**src/rtl/adc_scan_seq.sv**
```systemverilog
// Row/column scan sequencer for the bolometer ADC path: select, settle, trigger a
// conversion, capture the tagged sample and hand it downstream over valid/ready.
`timescale 1ns/1ps
module adc_scan_seq #(
    parameter int N_ROWS      = 4,
    parameter int N_COLS      = 4,
    parameter int ROW_W       = 2,
    parameter int COL_W       = 2,
    parameter int DATA_W      = 16,
    parameter int SETTLE_CYC  = 100,
    parameter int TIMEOUT_CYC = 4096
) (
    input  logic              clk_i,
    input  logic              rst_i,
    input  logic              start_i,
    input  logic              continuous_i,
    input  logic              stop_i,
    input  logic              eor_i,
    input  logic              hab_i,
    input  logic [DATA_W-1:0] adc_data_i,
    input  logic              data_ready_i,
    output logic [ROW_W-1:0]  row_o,
    output logic [COL_W-1:0]  col_o,
    output logic              strr_o,
    output logic [DATA_W-1:0] data_o,
    output logic [ROW_W-1:0]  data_row_o,
    output logic [COL_W-1:0]  data_col_o,
    output logic              data_valid_o,
    output logic              frame_done_o,
    output logic              busy_o,
    output logic              err_o
);

    localparam int CNT_W = 16;
    localparam logic [ROW_W-1:0] ROW_LAST = ROW_W'(N_ROWS - 1);
    localparam logic [COL_W-1:0] COL_LAST = COL_W'(N_COLS - 1);

    typedef enum logic [2:0] {
        S_IDLE,
        S_SETTLE,
        S_START,
        S_WAIT_CONV,
        S_OUTPUT,
        S_NEXT
    } state_t;

    state_t             r_state;
    state_t             w_state_next;
    logic [CNT_W-1:0]   r_cnt;
    logic [ROW_W-1:0]   r_row;
    logic [COL_W-1:0]   r_col;
    logic               r_strr;
    logic [DATA_W-1:0]  r_data;
    logic [ROW_W-1:0]   r_data_row;
    logic [COL_W-1:0]   r_data_col;
    logic               r_valid;
    logic               r_frame_done;
    logic               r_err;

    logic w_abort;
    logic w_settle_done;
    logic w_timeout;
    logic w_last_pixel;
    logic w_take_sample;
    logic w_timeout_hit;
    logic w_fire;

    // stop_i outranks every other event once a scan is running
    assign w_abort       = stop_i && (r_state != S_IDLE);
    assign w_settle_done = (r_cnt == CNT_W'(SETTLE_CYC - 1));
    assign w_timeout     = (r_cnt == CNT_W'(TIMEOUT_CYC - 1));
    assign w_last_pixel  = (r_col == COL_LAST) && (r_row == ROW_LAST);
    assign w_take_sample = (r_state == S_WAIT_CONV) && !w_abort && hab_i;
    assign w_timeout_hit = (r_state == S_WAIT_CONV) && !w_abort && !hab_i && w_timeout;
    assign w_fire        = (r_state == S_START) && !w_abort && eor_i;

    always_ff @(posedge clk_i or posedge rst_i) begin
        if (rst_i) begin
            r_state <= S_IDLE;
        end else begin
            r_state <= w_state_next;
        end
    end

    always_comb begin
        w_state_next = r_state;
        case (r_state)
            S_IDLE:      if (start_i) w_state_next = S_SETTLE;
            S_SETTLE:    if (w_settle_done) w_state_next = S_START;
            S_START:     if (eor_i) w_state_next = S_WAIT_CONV;
            S_WAIT_CONV: if (hab_i || w_timeout) w_state_next = S_OUTPUT;
            S_OUTPUT:    if (data_ready_i) w_state_next = S_NEXT;
            S_NEXT: begin
                if (w_last_pixel && !continuous_i) begin
                    w_state_next = S_IDLE;
                end else begin
                    w_state_next = S_SETTLE;
                end
            end
            default:     w_state_next = S_IDLE;
        endcase
        if (w_abort) begin
            w_state_next = S_IDLE;
        end
    end

    // One counter serves both the settle delay and the conversion timeout
    always_ff @(posedge clk_i or posedge rst_i) begin
        if (rst_i) begin
            r_cnt <= '0;
        end else if (w_state_next != r_state) begin
            r_cnt <= '0;
        end else if (r_state == S_SETTLE || r_state == S_WAIT_CONV) begin
            r_cnt <= r_cnt + CNT_W'(1);
        end
    end

    always_ff @(posedge clk_i or posedge rst_i) begin
        if (rst_i) begin
            r_row <= '0;
            r_col <= '0;
        end else if (w_abort || (r_state == S_IDLE && start_i)) begin
            r_row <= '0;
            r_col <= '0;
        end else if (r_state == S_NEXT) begin
            if (r_col != COL_LAST) begin
                r_col <= r_col + COL_W'(1);
            end else begin
                r_col <= '0;
                if (r_row != ROW_LAST) begin
                    r_row <= r_row + ROW_W'(1);
                end else if (continuous_i) begin
                    r_row <= '0;
                end
            end
        end
    end

    always_ff @(posedge clk_i or posedge rst_i) begin
        if (rst_i) begin
            r_strr       <= 1'b0;
            r_frame_done <= 1'b0;
            r_valid      <= 1'b0;
            r_data       <= '0;
            r_data_row   <= '0;
            r_data_col   <= '0;
            r_err        <= 1'b0;
        end else begin
            r_strr       <= w_fire;
            r_frame_done <= (r_state == S_NEXT) && !w_abort && w_last_pixel;

            if (w_abort) begin
                r_valid <= 1'b0;
            end else if (w_take_sample || w_timeout_hit) begin
                r_valid <= 1'b1;
            end else if (r_state == S_OUTPUT && data_ready_i) begin
                r_valid <= 1'b0;
            end

            if (w_take_sample || w_timeout_hit) begin
                r_data     <= w_take_sample ? adc_data_i : {DATA_W{1'b1}};
                r_data_row <= r_row;
                r_data_col <= r_col;
            end

            if (r_state == S_IDLE && start_i) begin
                r_err <= 1'b0;
            end else if (w_timeout_hit) begin
                r_err <= 1'b1;
            end
        end
    end

    assign row_o        = r_row;
    assign col_o        = r_col;
    assign strr_o       = r_strr;
    assign data_o       = r_data;
    assign data_row_o   = r_data_row;
    assign data_col_o   = r_data_col;
    assign data_valid_o = r_valid;
    assign frame_done_o = r_frame_done;
    assign busy_o       = (r_state != S_IDLE);
    assign err_o        = r_err;

endmodule
```
**config.mk**
```make
export PLATFORM = sky130hd
export DESIGN_NAME = adc_scan_seq
export DESIGN_NICKNAME = d
export VERILOG_FILES = /design/src/rtl/adc_scan_seq.sv
export SDC_FILE = /design/constraint.sdc
export NUM_CORES = 1
export LEC_CHECK = 0
export BUFFER_PORTS_ARGS = -buffer_cell sky130_fd_sc_hd__buf_2
export CAP_MARGIN = 25
export CORE_UTILIZATION = 50
export CTS_CLUSTER_DIAMETER = 50
export DETAILED_ROUTE_END_ITERATION = 12
export GPL_TIMING_DRIVEN = 0
export PLACE_DENSITY = 0.79
export SLEW_MARGIN = 20
export SYNTH_ARGS = -nofsm -noshare
export SYNTH_HDL_FRONTEND = slang
export SYNTH_SLANG_ARGS = --single-unit
export TNS_END_PERCENT = 1
```
**constraint.sdc**
```tcl
create_clock -name clk_i -period 4.85 [get_ports clk_i]
set_input_delay 0 -clock clk_i [delete_from_list [all_inputs] [get_ports clk_i]]
set_output_delay 0 -clock clk_i [all_outputs]
set_load 0.01 [all_outputs]
```
* Yosys cells after proc, flatten, opt, wreduce, memory -nomap -nowiden
Cells that the tools add are included.
** Operators by class
- $add $sub $neg :: 3
- Equality and inequality tests :: 13
- Mux-type cells :: 24
- Reductions and logical operators :: 28
** Operators by type and width (count)
- $mux 16 :: 3
- $mux 3 :: 6
- $pmux 3 s6 :: 1
- $add 16x1->16 const B :: 1
- $eq 16x12->1 const B :: 1
- $eq 16x7->1 const B :: 1
- $mux 2 :: 8
- $logic_and 1x1->1 :: 13
- $reduce_bool 3->1 :: 3
- $eq 3x2->1 const B :: 2
- $eq 3x3->1 const B :: 2
- $mux 1 :: 6
- $ne 2x2->1 const B :: 3
- $reduce_bool 2->1 :: 3
- $add 2x1->2 const B :: 2
- $eq 2x2->1 const B :: 2
- $logic_or 1x1->1 :: 4
- $eq 3x1->1 const B :: 1
- $logic_not 1->1 :: 3
- $logic_not 3->1 :: 1
- $ne 3x3->1 :: 1
- $reduce_and 3->1 :: 1
** Word-level totals
- Register bits :: 47
- Input port bits :: 24
- Output and inout bits :: 29
- Word-level logic and storage cells :: 79

* Longest topological paths before layout
- Depth after elaboration :: 9
- Depth in mapped cells :: 7
- Mapped depth without buffers :: 6

* Least setup slack after synthesis
Ideal clock, no wire load.
- Path type :: reg2reg
- From :: register r_cnt[0]
- To :: register r_cnt[0]
- Library setup time :: 0.071 ns
- Data arrival time :: 1.749 ns
- Data required time :: 4.779 ns
- Slack :: 3.030 ns
- Stages on the path, launching flop included :: 8
- Buffers on the path :: 1
- Clock period less this slack :: 1.820 ns
- Cell sequence :: dfrtp_1 ha_1 nor4b_1 and4_1 o41ai_1 o221ai_2 buf_6 nor2_1
** On the way
- Word-level cells in the longest chain between the ends :: 7
- Elaborated cells between the ends (all ways) :: 12
- Those cells by class :: 1 x add/sub; 3 x eq/ne; 6 x mux; 2 x reduce/logical
** RTL lines
- start: declaration :: line 49 : logic [CNT_W-1:0] r_cnt;
- start signal: assignment :: line 114 : r_cnt <= r_cnt + CNT_W'(1);
- $eq 16x12->1 :: line 71 : assign w_timeout = (r_cnt == CNT_W'(TIMEOUT_CYC - 1));
- $logic_or 1x1->1 :: line 91 : S_WAIT_CONV: if (hab_i || w_timeout) w_state_next = S_OUTPUT;
- $mux 3 :: line 91
- $pmux 3 s6 :: line 87 : case (r_state)
- $mux 3 :: line 102 : if (w_abort) begin
- $ne 3x3->1 :: line 111 : end else if (w_state_next != r_state) begin
- $mux 16 or $reduce_bool 2->1 (tied branches)
Several ways; a longest one is shown, not always the timed one. The select of a mux whose other input is x is not followed.
A chain may end at the register's enable or synchronous reset.

* Worst setup path after layout
- From :: register r_cnt[0]
- To :: register r_cnt[15]
Same word-level chain as after synthesis.

==> impl_results.html <==
<table>
<tr><th>Metric</th><th>Value</th></tr>
<tr><th colspan="2">Timing</th></tr>
<tr><td>Count of final hold-check violations</td><td>0</td></tr>
<tr><td>Setup repair after global routing missed its margin</td><td>false</td></tr>
<tr><td>Slew @ Worst Pin</td><td>0.469 ns</td></tr>
<tr><td>Maximum operating frequency</td><td>between 400 and 500 MHz</td></tr>
<tr><td>Sum of negative setup slack</td><td>0 ns</td></tr>
<tr><td>Worst relative slew slack</td><td>about 69%</td></tr>
<tr><td>Fin Clk Skew</td><td>approximately 0.01 ns</td></tr>
<tr><td>Number of slew-limit violations in the final report</td><td>0</td></tr>
<tr><td>Min cycle time layout</td><td>2.12 ns</td></tr>
<tr><td>Final setup viols</td><td>0</td></tr>
<tr><td>Final cycle utilization of the critical path</td><td>between 40% and 50%</td></tr>
<tr><th colspan="2">Placement</th></tr>
<tr><td>Placer congestion estimate</td><td>0.896</td></tr>
<tr><td>Buffers added on ports</td><td>between 50 and 60</td></tr>
<tr><td>Final HPWL DP</td><td>about 3500 microns</td></tr>
<tr><th colspan="2">Clocking</th></tr>
<tr><td>Clock Path Buffers</td><td>2</td></tr>
<tr><td>Cts bufs inserted</td><td>5</td></tr>
<tr><td>Clock root buffer master</td><td>clkbuf_8</td></tr>
<tr><td>Clock insertion delay at the later pin of the skew report</td><td>roughly 0.30 ns</td></tr>
<tr><td>Clock tree from TritonCTS</td><td>built</td></tr>
<tr><td>Number of post-CTS setup repair buffers</td><td>0</td></tr>
<tr><td>Clk sink count</td><td>47</td></tr>
<tr><td>Clock-pin slew on the worst setup and hold paths</td><td>around 0.090 ns</td></tr>
<tr><td>H-Tree Level Count</td><td>2</td></tr>
<tr><th colspan="2">Die</th></tr>
<tr><td>Total die area</td><td>around 4900 sq um</td></tr>
<tr><td>Starting density of the core</td><td>52.7%</td></tr>
<tr><td>IO Count</td><td>53</td></tr>
<tr><td>Width of the chip</td><td>between 60 and 70 microns</td></tr>
<tr><td>Placeable core area</td><td>roughly 4400 sq um</td></tr>
<tr><td>FP Rows</td><td>24</td></tr>
<tr><td>Y dimension of the die</td><td>roughly 70 microns</td></tr>
<tr><th colspan="2">Yosys</th></tr>
<tr><td>Leading cell types by total area after synthesis</td><td>dfrtp_1 51%, o22a_1 6.1%, nor2_1 4.7%, xor2_1 3.4%, xnor2_1 2.3%</td></tr>
<tr><td>Portion of the post-synthesis area used by sequential elements</td><td>50.9%</td></tr>
<tr><td>Mapped Cells</td><td>212</td></tr>
<tr><td>Cell Area, Synth</td><td>about 2300 sq um</td></tr>
<tr><td>Compound-gate portion of the synthesized area</td><td>between 10% and 20%</td></tr>
<tr><td>Post-synthesis mux area share</td><td>about 4.6%</td></tr>
<tr><td>Mapped Nets</td><td>about 240</td></tr>
<tr><td>Average cell area after synthesis</td><td>roughly 11 sq um</td></tr>
<tr><td>Synthesis warning total</td><td>0</td></tr>
<tr><td>Most area-hungry cell type in the Yosys netlist</td><td>dfrtp_1</td></tr>
<tr><td>Largest family of logic cells by synthesized area</td><td>simple AND/OR/NAND/NOR gates</td></tr>
<tr><td>Count of flip-flops with a built-in enable after synthesis</td><td>0</td></tr>
<tr><td>Synth async-reset ratio</td><td>100%</td></tr>
<tr><td>Xor/xnor cell area share of the yosys netlist</td><td>under 10%</td></tr>
<tr><td>Dominant register cell in the synthesized netlist</td><td>dfrtp_1</td></tr>
<tr><td>Count of cell types in the netlist</td><td>between 40 and 50</td></tr>
<tr><td>FF+latch count, synth</td><td>47</td></tr>
<tr><td>Post-synth top area share</td><td>between 50% and 60%</td></tr>
<tr><td>Adder and majority cell fraction of the synthesized area</td><td>approximately 1.6%</td></tr>
<tr><td>Simple-gate area share of the yosys netlist</td><td>about a fifth</td></tr>
<tr><th colspan="2">Power</th></tr>
<tr><td>Tot Pwr</td><td>between 700 and 800 uW</td></tr>
<tr><td>Peak supply drop</td><td>0.243 mV</td></tr>
<tr><td>Switch share</td><td>28.0%</td></tr>
<tr><td>Portion of total power attributed to the clock network</td><td>between 30 and 40%</td></tr>
<tr><td>P_sw</td><td>about 220 uW</td></tr>
<tr><td>Comb pwr share</td><td>about 16%</td></tr>
<tr><td>Cell Int Power</td><td>approximately 570 uW</td></tr>
<tr><td>Areal power density over the cells</td><td>approximately 270 nW/um^2</td></tr>
<tr><td>Register share of total power</td><td>53.7%</td></tr>
<tr><td>Pleak</td><td>0.00148 uW</td></tr>
<tr><th colspan="2">Global route</th></tr>
<tr><td>Via count of the first global-routing pass</td><td>approximately 1.8k</td></tr>
<tr><td>Global-route wire length before repair</td><td>around 8600 microns</td></tr>
<tr><td>Total overflow reported by the global router</td><td>0</td></tr>
<tr><td>Pin count of the biggest net entering global routing</td><td>29</td></tr>
<tr><td>GRT Util Overall</td><td>between 20% and 30%</td></tr>
<tr><td>Antenna violations before repair</td><td>0</td></tr>
<tr><th colspan="2">Detailed routing</th></tr>
<tr><td>Total iterations of the first detailed-routing run</td><td>4</td></tr>
<tr><td>Vias per cell</td><td>approximately 5.5</td></tr>
<tr><td>DR DRC count</td><td>0</td></tr>
<tr><td>Mean routed wirelength per cell</td><td>14.9 microns</td></tr>
<tr><td>Antenna violation net count after detailed routing</td><td>0</td></tr>
<tr><td>Via Count</td><td>around 1.9k</td></tr>
<tr><td>Number of design-rule violations left by the first detailed-router iteration</td><td>139</td></tr>
<tr><td>Routed WL</td><td>between 5000 and 6000 microns</td></tr>
<tr><th colspan="2">Job</th></tr>
<tr><td>MaxCap Viol Count</td><td>0</td></tr>
<tr><th colspan="2">Layout</th></tr>
<tr><td>Fraction of the core area covered by cells at the end of the flow</td><td>66.7%</td></tr>
<tr><td>Signed area change from the synthesized netlist to the final layout</td><td>26.7%</td></tr>
<tr><td>Final net count</td><td>around 320</td></tr>
<tr><td>Share of post-route cells with drive strength above 1</td><td>~27%</td></tr>
<tr><td>Number of diodes</td><td>0</td></tr>
<tr><th colspan="2">Critical path</th></tr>
<tr><td>Buffering stage count on the worst path with inverters included</td><td>1</td></tr>
<tr><td>Worst Setup Start Kind</td><td>register</td></tr>
<tr><td>Stages on worst setup path</td><td>7</td></tr>
<tr><td>CP Capture Type</td><td>register</td></tr>
<tr><td>Worst reg2reg path depth</td><td>7</td></tr>
<tr><td>Type of the worst setup path</td><td>register to register</td></tr>
<tr><td>Crit path max fanout</td><td>10</td></tr>
<tr><td>Cell Chain, Critical Path</td><td>ha_1 &gt; nor4b_1 &gt; and4_1 &gt; o41ai_1 &gt; o221ai_2 &gt; buf_6 &gt; nor2_1</td></tr>
<tr><td>CP peak stage delay</td><td>0.43 ns</td></tr>
<tr><td>Arrival time of the worst setup path</td><td>about 2.3 ns</td></tr>
<tr><td>Crit-path slowest cell</td><td>dfrtp_1</td></tr>
<tr><td>Data required time of the critical path</td><td>5.04 ns</td></tr>
<tr><td>Kind of cell adding the most delay to the critical path</td><td>simple AND/OR/NAND/NOR gates</td></tr>
<tr><th colspan="2">Worst hold path</th></tr>
<tr><td>Min-Delay Path Depth</td><td>3</td></tr>
<tr><td>Hold Crit Class</td><td>input pin to register</td></tr>
<tr><th colspan="2">Outcome</th></tr>
<tr><td>Run status</td><td>completed</td></tr>
</table>
[layout by cell type, fill, tap and decap left out, types with 3 or more instances in the layout]
master and n:
buf_2 58, dfrtp_1 47, nor2_1 29, dlygate4sd3_1 18, o22a_1 16, a21oi_1 10
xor2_1 9, nand2_1 7, nand3_1 7, xnor2_1 6, nand4_1 5, mux2i_1 5
clkbuf_8 5, nand3b_1 4, inv_1 4, clkbuf_1 3, nor3_1 3, and4_1 3
a21o_1 3, nor2b_1 3, mux2_1 3, ha_1 3
[worst min-delay path: cells and delay by family]
kind / cells / cell delay (ns)
AO/OA/AOI/OAI: 1 / 0.17
AND/OR/NAND/NOR: 1 / 0.04
buffers and inverters: 1 / 0.14
[power by group through the flow]
| stage | clock [uW] | sequential [uW] | combinational, uW |
|---|---|---|---|
| 2_1_floorplan | 0 | 428 | 73.3 |
| 3_3_place_gp | 0 | 428 | 107 |
| 3_5_place_dp | 0 | 429 | 110 |
| 4_1_cts | 244 | 422 | 122 |
| 5_1_grt | 262 | 425 | 136 |
| 6_report | 242 | 422 | 122 |
[state kept, by name (all words and copies together) (netlist names)]
signal	flops
data_o	16
r_cnt	16
r_state	3
col_o	2
data_col_o	2
data_row_o	2
row_o	2
data_valid_o	1
err_o	1
frame_done_o	1
strr_o	1
[per-layer routing]
layer	wire, microns	GRT usage, %	share of wire (%)
met4	46	6.44	0.90
met3	312	5.63	6.1
met5	0	0	0
met2	2460	35.4	48
met1	2270	30.0	45
[logic make-up after synthesis]
logic type               count (synthesis)
flip-flops                              47
AND/OR/NAND/NOR                         80
multiplexers                            10
XOR/XNOR                                15
adder cells (fa/ha/maj)                  3
buffers and inverters                   16
AO/OA/AOI/OAI                           41
[layout make-up]
type	count	area, sq um
repair buffers	71	460
plain buffers	11	67.6
multi-input cells	149	1050
clock buffers	6	72.6
flip-flops and latches	47	1180
fillers	350	1460
well taps	52	65.1
clock inverters	2	17.5
inverters	5	18.8
[metrics by stage]
| stage | std cells | setup WS, ns | hold slack [ns] | instance area (sq um) |
|---|---|---|---|---|
| after floorplan | 212 | 3.03 | 0.148 | 2310 |
| after global placement | 316 | 2.79 | 0.232 | 2630 |
| after detailed placement | 317 | 2.78 | 0.0194 | 2650 |
| after CTS | 343 | 2.76 | 0.0774 | 2920 |
| after global routing | 343 | 2.59 | 0.0807 | 2920 |
| final | 343 | 2.73 | 0.0852 | 2920 |
[synthesized netlist by cell type (2+ instances only)]
cell and count:
dfrtp_1 47, xor2_1 9, ha_1 3, clkbuf_1 2, mux2i_1 5, or3_1 2, nor2_1 29, nand4_1 5
inv_1 5, nor4_1 2, nand3b_1 4, nor2b_1 3, and3b_1 2, and4_1 3, a21o_1 3, mux2_2 2
nand3_1 7, xnor2_1 6, buf_2 6, nand2_1 7, a21oi_1 10, nor4b_1 2, nor3_1 3, buf_6 2
mux2_1 3, o21ai_0 2, o22a_1 16
[worst paths after layout]
kind / end / start / slack (ns)
worst max-delay path: r_cnt[15] / r_cnt[0] / 2.73
worst min-delay path: r_state[1] / hab_i / 0.09
worst max register to register: r_cnt[15] / r_cnt[0] / 2.73
worst min register to register: data_o[0] / data_o[0] / 0.49
max in group asynchronous: r_cnt[13] / rst_i / 4.12
min in group asynchronous: data_o[12] / rst_i / 0.23
[repair_timing]
action                    in CTS  in global routing
hold endpoints to repair      36                  0
hold buffers                  18                  0
resized for setup              0                  0
Power figures use the tool's default switching activity.
